--- config.mk ---
export PLATFORM = sky130hd
export DESIGN_NAME = iiq_scheduler
export DESIGN_NICKNAME = d
export VERILOG_FILES = /design/src/rtl/iiq_pkg.sv /design/src/rtl/wake_delay_line.sv /design/src/rtl/iiq_scheduler.sv
export SDC_FILE = /design/constraint.sdc
export NUM_CORES = 1
export LEC_CHECK = 0
export CAP_MARGIN = 20
export CORE_AREA = 2 2 159 161
export DETAILED_ROUTE_END_ITERATION = 12
export DIE_AREA = 0 0 161 163
export PLACE_DENSITY = 0.64
export SETUP_SLACK_MARGIN = 0.5
export SLEW_MARGIN = 30
export SYNTH_ARGS = -nofsm -noshare
export SYNTH_HDL_FRONTEND = slang
export SYNTH_SLANG_ARGS = --single-unit
--- constraint.sdc ---
create_clock -name clk -period 4.5 [get_ports clk]
set_input_delay 0.675 -clock clk [delete_from_list [all_inputs] [get_ports clk]]
set_output_delay 0.675 -clock clk [all_outputs]
set_load 0.02 [all_outputs]
--- src/rtl/iiq_pkg.sv ---
// iiq_pkg: shared types and constants for the integer issue queue scheduler.
//   iiq_entry_t : one issue-queue entry (source tags/ready bits, destination,
//                 FU latency code, opaque payload).
//   lat_cycles  : decodes the 2-bit latency field into a cycle count.
package iiq_pkg;

   localparam int IIQ_N_ENTRIES  = 4;
   localparam int PHYS_TAG_WIDTH = 6;
   localparam int MAX_LAT        = 4;
   localparam int PAYLOAD_WIDTH  = 8;

   typedef struct packed {
      logic                      src1_ready;
      logic [PHYS_TAG_WIDTH-1:0] src1_tag;
      logic                      src2_ready;
      logic [PHYS_TAG_WIDTH-1:0] src2_tag;
      logic                      dst_valid;
      logic [PHYS_TAG_WIDTH-1:0] dst_tag;
      logic [1:0]                lat;
      logic [PAYLOAD_WIDTH-1:0]  payload;
   } iiq_entry_t;

   // The 2-bit field holds 1..3 literally; code 0 stands for MAX_LAT (4),
   // since 4 does not fit in two bits and 0 is never a legal latency.
   function automatic logic [2:0] lat_cycles(input logic [1:0] lat_field);
      lat_cycles = (lat_field == 2'd0) ? 3'(MAX_LAT) : {1'b0, lat_field};
   endfunction

endpackage

--- src/rtl/wake_delay_line.sv ---
// wake_delay_line: shift register of pending destination-tag broadcasts.
//   clk, rst_aL          : clock, synchronous active-low reset
//   ins_valid/lat/tag    : schedule a broadcast lat cycles from now
//   head_valid/head_tag  : slot 0, the broadcast happening this cycle
//   slot_busy            : per-slot valid bits, used for conflict queries
module wake_delay_line
   import iiq_pkg::*;
#(
   parameter int MAX_LAT   = iiq_pkg::MAX_LAT,
   parameter int TAG_WIDTH = PHYS_TAG_WIDTH,
   parameter int LW        = $clog2(MAX_LAT + 1)
) (
   input  logic                 clk,
   input  logic                 rst_aL,
   input  logic                 ins_valid,
   input  logic [LW-1:0]        ins_lat,
   input  logic [TAG_WIDTH-1:0] ins_tag,
   output logic                 head_valid,
   output logic [TAG_WIDTH-1:0] head_tag,
   output logic [MAX_LAT-1:0]   slot_busy
);

   logic [MAX_LAT-1:0]   valid_reg;
   logic [TAG_WIDTH-1:0] tag_reg [MAX_LAT];

   for (genvar gi = 0; gi < MAX_LAT; gi++) begin : g_slot
      // Insert lands at slot lat-1 so that, after the shift, it reaches
      // slot 0 exactly lat cycles after issue. The select stage already
      // guaranteed the shifted-in value here is invalid.
      always_ff @(posedge clk) begin
         if (!rst_aL) begin
            valid_reg[gi] <= 1'b0;
            tag_reg[gi]   <= '0;
         end else if (ins_valid && (ins_lat == LW'(gi + 1))) begin
            valid_reg[gi] <= 1'b1;
            tag_reg[gi]   <= ins_tag;
         end else begin
            if (gi < MAX_LAT - 1) begin
               valid_reg[gi] <= valid_reg[(gi + 1) % MAX_LAT];
               tag_reg[gi]   <= tag_reg[(gi + 1) % MAX_LAT];
            end else begin
               valid_reg[gi] <= 1'b0;
               tag_reg[gi]   <= '0;
            end
         end
      end
   end

   assign head_valid = valid_reg[0];
   assign head_tag   = tag_reg[0];
   assign slot_busy  = valid_reg;

endmodule

--- src/rtl/iiq_scheduler.sv ---
// iiq_scheduler: wakeup/select controller for the integer issue shift queue.
//   ren_*           : rename-side handshake, forwarded to the queue enqueue port
//   q_enq_*         : queue enqueue, data merged with same-cycle wakeups
//   q_deq_*         : oldest-ready one-hot select and dequeued entry
//   q_wr_en/q_wr_data, q_entry_douts : per-entry ready-bit write-back
//   fu_ready, iss_* : issue to the integer FU
//   ext_wake_*      : external tag broadcasts; int_wake_* : our own broadcast
//   occupancy       : number of valid queue entries
module iiq_scheduler
   import iiq_pkg::*;
#(
   parameter int N_ENTRIES  = IIQ_N_ENTRIES,
   parameter int TAG_WIDTH  = PHYS_TAG_WIDTH,
   parameter int MAX_LAT    = iiq_pkg::MAX_LAT,
   parameter int N_EXT_WAKE = 2
) (
   input  logic                                 clk,
   input  logic                                 rst_aL,
   input  logic                                 ren_valid,
   output logic                                 ren_ready,
   input  iiq_entry_t                           ren_entry,
   output logic                                 q_enq_valid,
   input  logic                                 q_enq_ready,
   output iiq_entry_t                           q_enq_data,
   output logic                                 q_deq_ready,
   output logic [N_ENTRIES-1:0]                 q_deq_sel_onehot,
   input  logic                                 q_deq_valid,
   input  iiq_entry_t                           q_deq_data,
   output logic [N_ENTRIES-1:0]                 q_wr_en,
   output iiq_entry_t [N_ENTRIES-1:0]           q_wr_data,
   input  iiq_entry_t [N_ENTRIES-1:0]           q_entry_douts,
   input  logic                                 fu_ready,
   output logic                                 iss_valid,
   output iiq_entry_t                           iss_entry,
   input  logic [N_EXT_WAKE-1:0]                ext_wake_valid,
   input  logic [N_EXT_WAKE-1:0][TAG_WIDTH-1:0] ext_wake_tag,
   output logic                                 int_wake_valid,
   output logic [TAG_WIDTH-1:0]                 int_wake_tag,
   output logic [$clog2(N_ENTRIES):0]           occupancy
);

   localparam int CW = $clog2(N_ENTRIES) + 1;
   localparam int NB = N_EXT_WAKE + 1;
   localparam int LW = $clog2(MAX_LAT + 1);

   logic [CW-1:0]                cnt_reg;
   logic                         s0_valid;
   logic [TAG_WIDTH-1:0]         s0_tag;
   logic [MAX_LAT-1:0]           slot_busy;
   logic [MAX_LAT:0]             busy_ext;
   logic [NB-1:0]                bc_valid;
   logic [NB-1:0][TAG_WIDTH-1:0] bc_tag;
   logic [N_ENTRIES-1:0]         cand;
   iiq_entry_t                   enq_merged;

   function automatic logic tag_hit(input logic [TAG_WIDTH-1:0] tag,
                                    input logic [NB-1:0] vld,
                                    input logic [NB-1:0][TAG_WIDTH-1:0] tags);
      tag_hit = 1'b0;
      for (int b = 0; b < NB; b++) begin
         if (vld[b] && (tags[b] == tag)) tag_hit = 1'b1;
      end
   endfunction

   // The internal broadcast is just one more port of the broadcast set.
   assign bc_valid = {s0_valid, ext_wake_valid};
   assign bc_tag   = {s0_tag, ext_wake_tag};

   // Extra always-free top slot: a lat=MAX_LAT issue never conflicts.
   assign busy_ext = {1'b0, slot_busy};

   for (genvar gi = 0; gi < N_ENTRIES; gi++) begin : g_entry
      iiq_entry_t    e;
      iiq_entry_t    woke;
      logic          v, m1, m2, conflict;
      logic [LW-1:0] lc;

      assign e  = q_entry_douts[gi];
      assign v  = (CW'(gi) < cnt_reg);
      assign m1 = tag_hit(e.src1_tag, bc_valid, bc_tag);
      assign m2 = tag_hit(e.src2_tag, bc_valid, bc_tag);
      assign lc = LW'(lat_cycles(e.lat));
      // Issuing now would insert at slot lc-1 next cycle, where slot lc shifts.
      assign conflict = e.dst_valid & busy_ext[lc];

      always_comb begin
         woke = e;
         woke.src1_ready = e.src1_ready | m1;
         woke.src2_ready = e.src2_ready | m2;
      end

      assign q_wr_en[gi]   = v & ((~e.src1_ready & m1) | (~e.src2_ready & m2));
      assign q_wr_data[gi] = woke;
      assign cand[gi]      = v & woke.src1_ready & woke.src2_ready & ~conflict;
   end

   // Isolate the lowest set bit: index 0 is the oldest entry.
   assign q_deq_sel_onehot = fu_ready ? (cand & (~cand + N_ENTRIES'(1))) : '0;

   always_comb begin
      enq_merged = ren_entry;
      enq_merged.src1_ready = ren_entry.src1_ready | tag_hit(ren_entry.src1_tag, bc_valid, bc_tag);
      enq_merged.src2_ready = ren_entry.src2_ready | tag_hit(ren_entry.src2_tag, bc_valid, bc_tag);
   end

   assign q_enq_valid = ren_valid;
   assign ren_ready   = q_enq_ready;
   assign q_enq_data  = enq_merged;
   assign q_deq_ready = fu_ready;
   assign iss_valid   = q_deq_valid & fu_ready;
   assign iss_entry   = q_deq_data;

   wake_delay_line #(
      .MAX_LAT   (MAX_LAT),
      .TAG_WIDTH (TAG_WIDTH),
      .LW        (LW)
   ) u_delay (
      .clk        (clk),
      .rst_aL     (rst_aL),
      .ins_valid  (iss_valid & q_deq_data.dst_valid),
      .ins_lat    (LW'(lat_cycles(q_deq_data.lat))),
      .ins_tag    (q_deq_data.dst_tag),
      .head_valid (s0_valid),
      .head_tag   (s0_tag),
      .slot_busy  (slot_busy)
   );

   assign int_wake_valid = s0_valid;
   assign int_wake_tag   = s0_tag;

   always_ff @(posedge clk) begin
      if (!rst_aL) begin
         cnt_reg <= '0;
      end else begin
         cnt_reg <= cnt_reg + CW'(q_enq_valid & q_enq_ready) - CW'(iss_valid);
      end
   end

   assign occupancy = cnt_reg;

endmodule

After elaboration in Yosys (flattened, before gate mapping)
Memory sizes are Yosys's and may differ from the RTL's.
Cells that the tools add are included.
{ "word_totals": {"reg_bits": 7, "latch_bits": 0, "ramBits": 24, "rom_bits": 0, "out_inout_bits": 208, "elab_cells": 237, "mem_count": 1} }
{ "op_classes": {"addsub": 3, "mul": 0, "div_mod_pow": 0, "order_cmp": 8, "n_eq_ne": 34, "n_shift": 0, "n_mux": 80, "bitwise": 67, "reduce_logical": 39} }
{ "mem_list": {"columns": ["memory", "words", "width", "read_ports", "rd_ports_with_merged_regs", "wr", "line_no", "text"], "rows": [
  ["u_delay.tag_reg", 4, 6, 4, 0, 4, "wake_delay_line.sv:24", "logic [TAG_WIDTH-1:0] tag_reg [MAX_LAT];"]
]} }
{ "ops": {"columns": ["operator", "count"], "rows": [
  ["$eq 6x6->1", 30],
  ["$mux 1", 62],
  ["$mux 6", 8],
  ["$logic_and 1x1->1", 34],
  ["$and 1x1->1", 31],
  ["$or 1x1->1", 22],
  ["$lt 3x4->1 const B", 4],
  ["$mux 3", 5],
  ["$bmux 1 s3", 4],
  ["$not 1->1", 12],
  ["$logic_not 2->1", 5],
  ["$eq 3x2->1 const B", 2],
  ["$lt 1x3->1 const A", 2],
  ["$lt 2x3->1 const A", 2],
  ["$add 4x1->4 const B", 1],
  ["$and 4x4->4", 1],
  ["$mux 4", 1],
  ["$not 4->4", 1],
  ["$add 3x1->3", 1],
  ["$eq 3x1->1 const B", 1],
  ["$eq 3x3->1 const B", 1],
  ["$sub 3x1->3", 1]
]} }

Longest topological paths before layout
{ "depth": {"depth_word": 13, "depth_mapped": 9, "depth_no_buf": 8} }

Cells and area by module
From an unflattened synthesis, not the netlist that was laid out.
{ "unflattened": {"hier_cells": 654, "area_unflattened_um2": 5524.0} }
{ "by_module_without_submodules": {"columns": ["mod", "instances", "cells_per_inst", "area_per_inst_um2", "seq_area_each_um2"], "rows": [
  ["iiq_scheduler", 1, 530, 4134.0, 60.1],
  ["wake_delay_line", 1, 124, 1390.1, 800.8]
]} }

Worst setup path before layout
Ideal clock, no wire load.
{ "synth_path": {"kind": "in2out", "start": "input ext_wake_tag[0] (netlist bit)", "end": "output q_deq_sel_onehot[0]", "t_arrival_ps": 2261, "t_required_ps": 3825, "setup_slack_ps": 1564, "stages": 6, "n_path_buf": 1, "path_cell_list": "buf_6 -> xnor2_1 -> nand4_1 -> nor4_1 -> nor4_2 -> nor4b_1"} }
{ "synth_via": {"elab_chain_cells": 13, "elab_cells_between_ends": 19, "cone_classes": "1 x add/sub; 2 x eq/ne; 7 x mux; 7 x bitwise; 2 x reduce/logical"} }
{ "synth_rtl": {"columns": ["element", "line_no", "text"], "rows": [
  ["from (decl)", "iiq_scheduler.sv:36", "input logic [N_EXT_WAKE-1:0][TAG_WIDTH-1:0] ext_wake_tag,"],
  ["$eq 6x6->1", "iiq_scheduler.sv:61", "if (vld[b] && (tags[b] == tag)) tag_hit = 1'b1;"],
  ["$logic_and 1x1->1", "iiq_scheduler.sv:61", null],
  ["$mux 1 (3 in series)", "iiq_scheduler.sv:61", null],
  ["$or 1x1->1", "iiq_scheduler.sv:88", "woke.src1_ready = e.src1_ready | m1;"],
  ["$and 1x1->1", "iiq_scheduler.sv:94", "assign cand[gi] = v & woke.src1_ready & woke.src2_ready & ~conflict;"],
  ["$and 1x1->1 * (2 in series)", "iiq_scheduler.sv:94", null],
  ["$not 4->4", "iiq_scheduler.sv:98", "assign q_deq_sel_onehot = fu_ready ? (cand & (~cand + N_ENTRIES'(1))) : '0;"],
  ["$add 4x1->4", "iiq_scheduler.sv:98", null],
  ["$and 4x4->4 *", "iiq_scheduler.sv:98", null],
  ["$mux 4 *", "iiq_scheduler.sv:98", null],
  ["to (decl)", "iiq_scheduler.sv:26", "output logic [N_ENTRIES-1:0] q_deq_sel_onehot,"]
]} }
Every way passes the cells marked *; elsewhere a longest branch is shown, timed or not.

Worst setup path in the final report
{ "layout_path": {"start": "input ext_wake_tag[0] (netlist bit)", "end": "output q_deq_sel_onehot[2]"} }
{ "layout_via": {"elab_chain_cells": 13, "elab_cells_between_ends": 49, "cone_classes": "1 x add/sub; 6 x eq/ne; 19 x mux; 17 x bitwise; 6 x reduce/logical"} }
{ "layout_rtl": {"columns": ["element", "line_no"], "rows": [
  ["$eq 6x6->1", "iiq_scheduler.sv:61"],
  ["$logic_and 1x1->1", "iiq_scheduler.sv:61"],
  ["$mux 1 (3 in series)", "iiq_scheduler.sv:61"],
  ["$or 1x1->1", "iiq_scheduler.sv:88"],
  ["$and 1x1->1 (3 in series)", "iiq_scheduler.sv:94"],
  ["$not 4->4", "iiq_scheduler.sv:98"],
  ["$add 4x1->4", "iiq_scheduler.sv:98"],
  ["$and 4x4->4 *", "iiq_scheduler.sv:98"],
  ["$mux 4 *", "iiq_scheduler.sv:98"]
]} }
Marked as above.

==> metrics.cfg <==
[clock_tree]
clock-sinks=31
cts_hold_buf=0
cts_buffers=5
clockBufferDepth=2
clk_pin_slew_ps=50
cts_root_buf=clkbuf_16
tritoncts=yes
insertion_delay_ps=280
htree_num_levels=2

[pwr]
vdd_ir_drop_max_uv=125.2
p_per_area_mw_per_mm2=201.0
power.total_mw=1.360
p_leak_nw=2.482

[floorplan]
dieArea_mm2=0.02624
start_util_pct=21.28
die_w_um=161
coreArea_mm2=0.02467
num_io_pins=414
rows=58
die_h_um=163

[grt]
grt.total_usage_pct=14.13
grt_pass1_vias=4296
grt_pass1_wl_um=27400
grt_max_degree=16
gr-total-overflow=0
antenna_found_initial=0

[place]
place_area_mm2=0.006521
gp_congestion=0.8600
io_buffers=223
numPlacedInstances=989
dp_hpwl_um=15640

[final_layout]
final_nets=878
layout.cells.non_filler=998
ff_latch_area_um2=860.8
syn2layout_area_growth_pct=28.88
antennaDiodeCount=0
drive_above_1_share_pct=5.988
multiInputGateArea_mm2=0.002938
final_util_pct=27.43
largest_register_ff_count=24
fill_cells=2624
final_cell_area_mm2=0.006768

[yosys]
synth.cell_area_mm2=0.005251
yosys-top-cells-area=buf_4, xnor2_1, edfxtp_1
ys_top_cells_by_count=buf_4, xnor2_1, xor2_1, nand4_1, nor4_1
synth.most_common_cell=buf_4
synth-warning-count=0
synth_top_cell_area_share_pct=25.73
synth_top_area_cell=buf_4
synth_enable_flop_cells=24
ys_seq_elements=31
syn_inst=601
seq_area_frac_synth_pct=16.39
synth.distinct_cells=43
synthFlopType=edfxtp_1
async_reset_ff_share_pct=0
syn_area_per_cell_um2=8.738

[route]
viasPerCell=4.288
drt_wl_total_um=19350
vias=4279
first_pass_iters=4
detail_route.wl_per_cell_um=19.38
antenna_left=0
drt_iter0_drc=263
drc=0

[critical_path]
worst-setup-path-type=in2out
worstPathRequired_ps=3830
cp-end-kind=output port
crit_arrival_ps=3160
cp-start-kind=input port
cp_max_fo=7

[timing]
worstMarginPinSlew_ps=867.6
period_share_pct=85.26
hold_violations=0
fmax_mhz=260.6
fin_setup_tns_ps=0
finalClockSkew_ps=1.780
period_minus_slack_ps=3837
finalSetupViolCount=0
slew_viol_final=0
rsz0062_at_grt=false
slew_headroom_pct=42.16

[outcome]
outcome=completed

[worst_hold_path]
hold_class=reg2reg

[job]
cap_violations=0

-- stage by stage --
step / setup WS [ps] / hold slack, ps
after floorplan: 1564 / 466.4
after global placement: 317.6 / 516.8
after detailed placement: 333.3 / 521.4
after CTS: 482.5 / 534.1
after global routing: 503.9 / 545.7
final: 663.3 / 531.9
-- metal layers --
layer  part of all wire, %  up-vias  track usage, %  wire [µm]
met5                     0        -               0          0
met4                   3.3        0           6.412        643
met3                   8.7       57           4.023       1691
met2                    47      262           23.57       9085
met1                    41     2003           16.87       7925
li1                      -     1957               -          -
-- cell usage in the layout (no fill, tap or decap), types with 5 or more instances in the layout --
cell | netlist | routed
nand2_1 | 14 | 14
edfxtp_1 | 24 | 24
dfxtp_1 | 7 | 7
nor4_2 | 2 | 5
xor2_1 | 79 | 79
nand4_1 | 31 | 31
nand3_1 | 5 | 5
clkbuf_16 | 0 | 5
a22o_1 | 12 | 12
and2_1 | 9 | 9
xnor2_1 | 102 | 102
nor2_1 | 7 | 7
mux2i_1 | 10 | 10
nor2b_1 | 8 | 8
conb_1 | 1 | 24
clkdlybuf4s50_1 | 0 | 216
a21o_1 | 5 | 5
nor3_1 | 9 | 9
nor4_1 | 27 | 20
inv_1 | 14 | 14
buf_4 | 180 | 16
-- report_power, final --
part / total [mW] / switching (mW) / internal, mW
combinational: 0.661 / 0.340 / 0.321
clock: 0.329 / 0.126 / 0.203
sequential: 0.370 / 0.0399 / 0.330
total: 1.36 / 0.505 / 0.855
-- layout make-up --
class                      count  area share (%)
timing repair buffer         239           34.85
sequential                    31           12.72
multi-input combinational    376           43.41
clock inverter                 3          0.2958
inverter                      14          0.7765
clock buffer                   5           1.849
tap                          330           6.101
-- worst max-delay path, stage by stage --
cell             delay, ps
clkdlybuf4s50_1        610
buf_4                  260
xnor2_1                140
nand4_1                160
nor4_4                 320
buf_4                  180
nor4_4                  50
o31ai_4                310
nor3_1                 110
dlygate4sd2_1          340
-- cell families (layout without fill, tap and decap cells) --
logic type,count (synthesis),in the layout,share of synthesized area (%)
and+or+nand+nor,120,120,13.53
adders and majority gates,5,5,1.334
other,1,24,0.07141
AOI/OAI and AO/OA,34,34,5.171
muxes,12,12,2.335
DFF,31,31,16.39
xor gates and xnor gates,181,181,30.19
buffers and inverters,217,261,30.97
-- final timing paths --
path / start / to / slack [ps] / cells after the start
worst max-delay path: ext_wake_tag[0] / q_deq_sel_onehot[2] / 660 / 10
worst max register to register: occupancy[2]$_SDFF_PN0_ / occupancy[2]$_SDFF_PN0_ / 3090 / 4
worst min-delay path: u_delay.tag_reg[1][0]$_DFFE_PP_ / u_delay.tag_reg[0][0]$_DFFE_PP_ / 530 / 1
worst min register to register: u_delay.tag_reg[1][0]$_DFFE_PP_ / u_delay.tag_reg[0][0]$_DFFE_PP_ / 530 / 1
-- timing repair --
action	4_1_cts	5_1_grt
resized for setup	7	12
buffers inserted	0	1
endpoints found under the setup margin	5	4
pin swaps	0	1
Power figures use the tool's default switching activity.
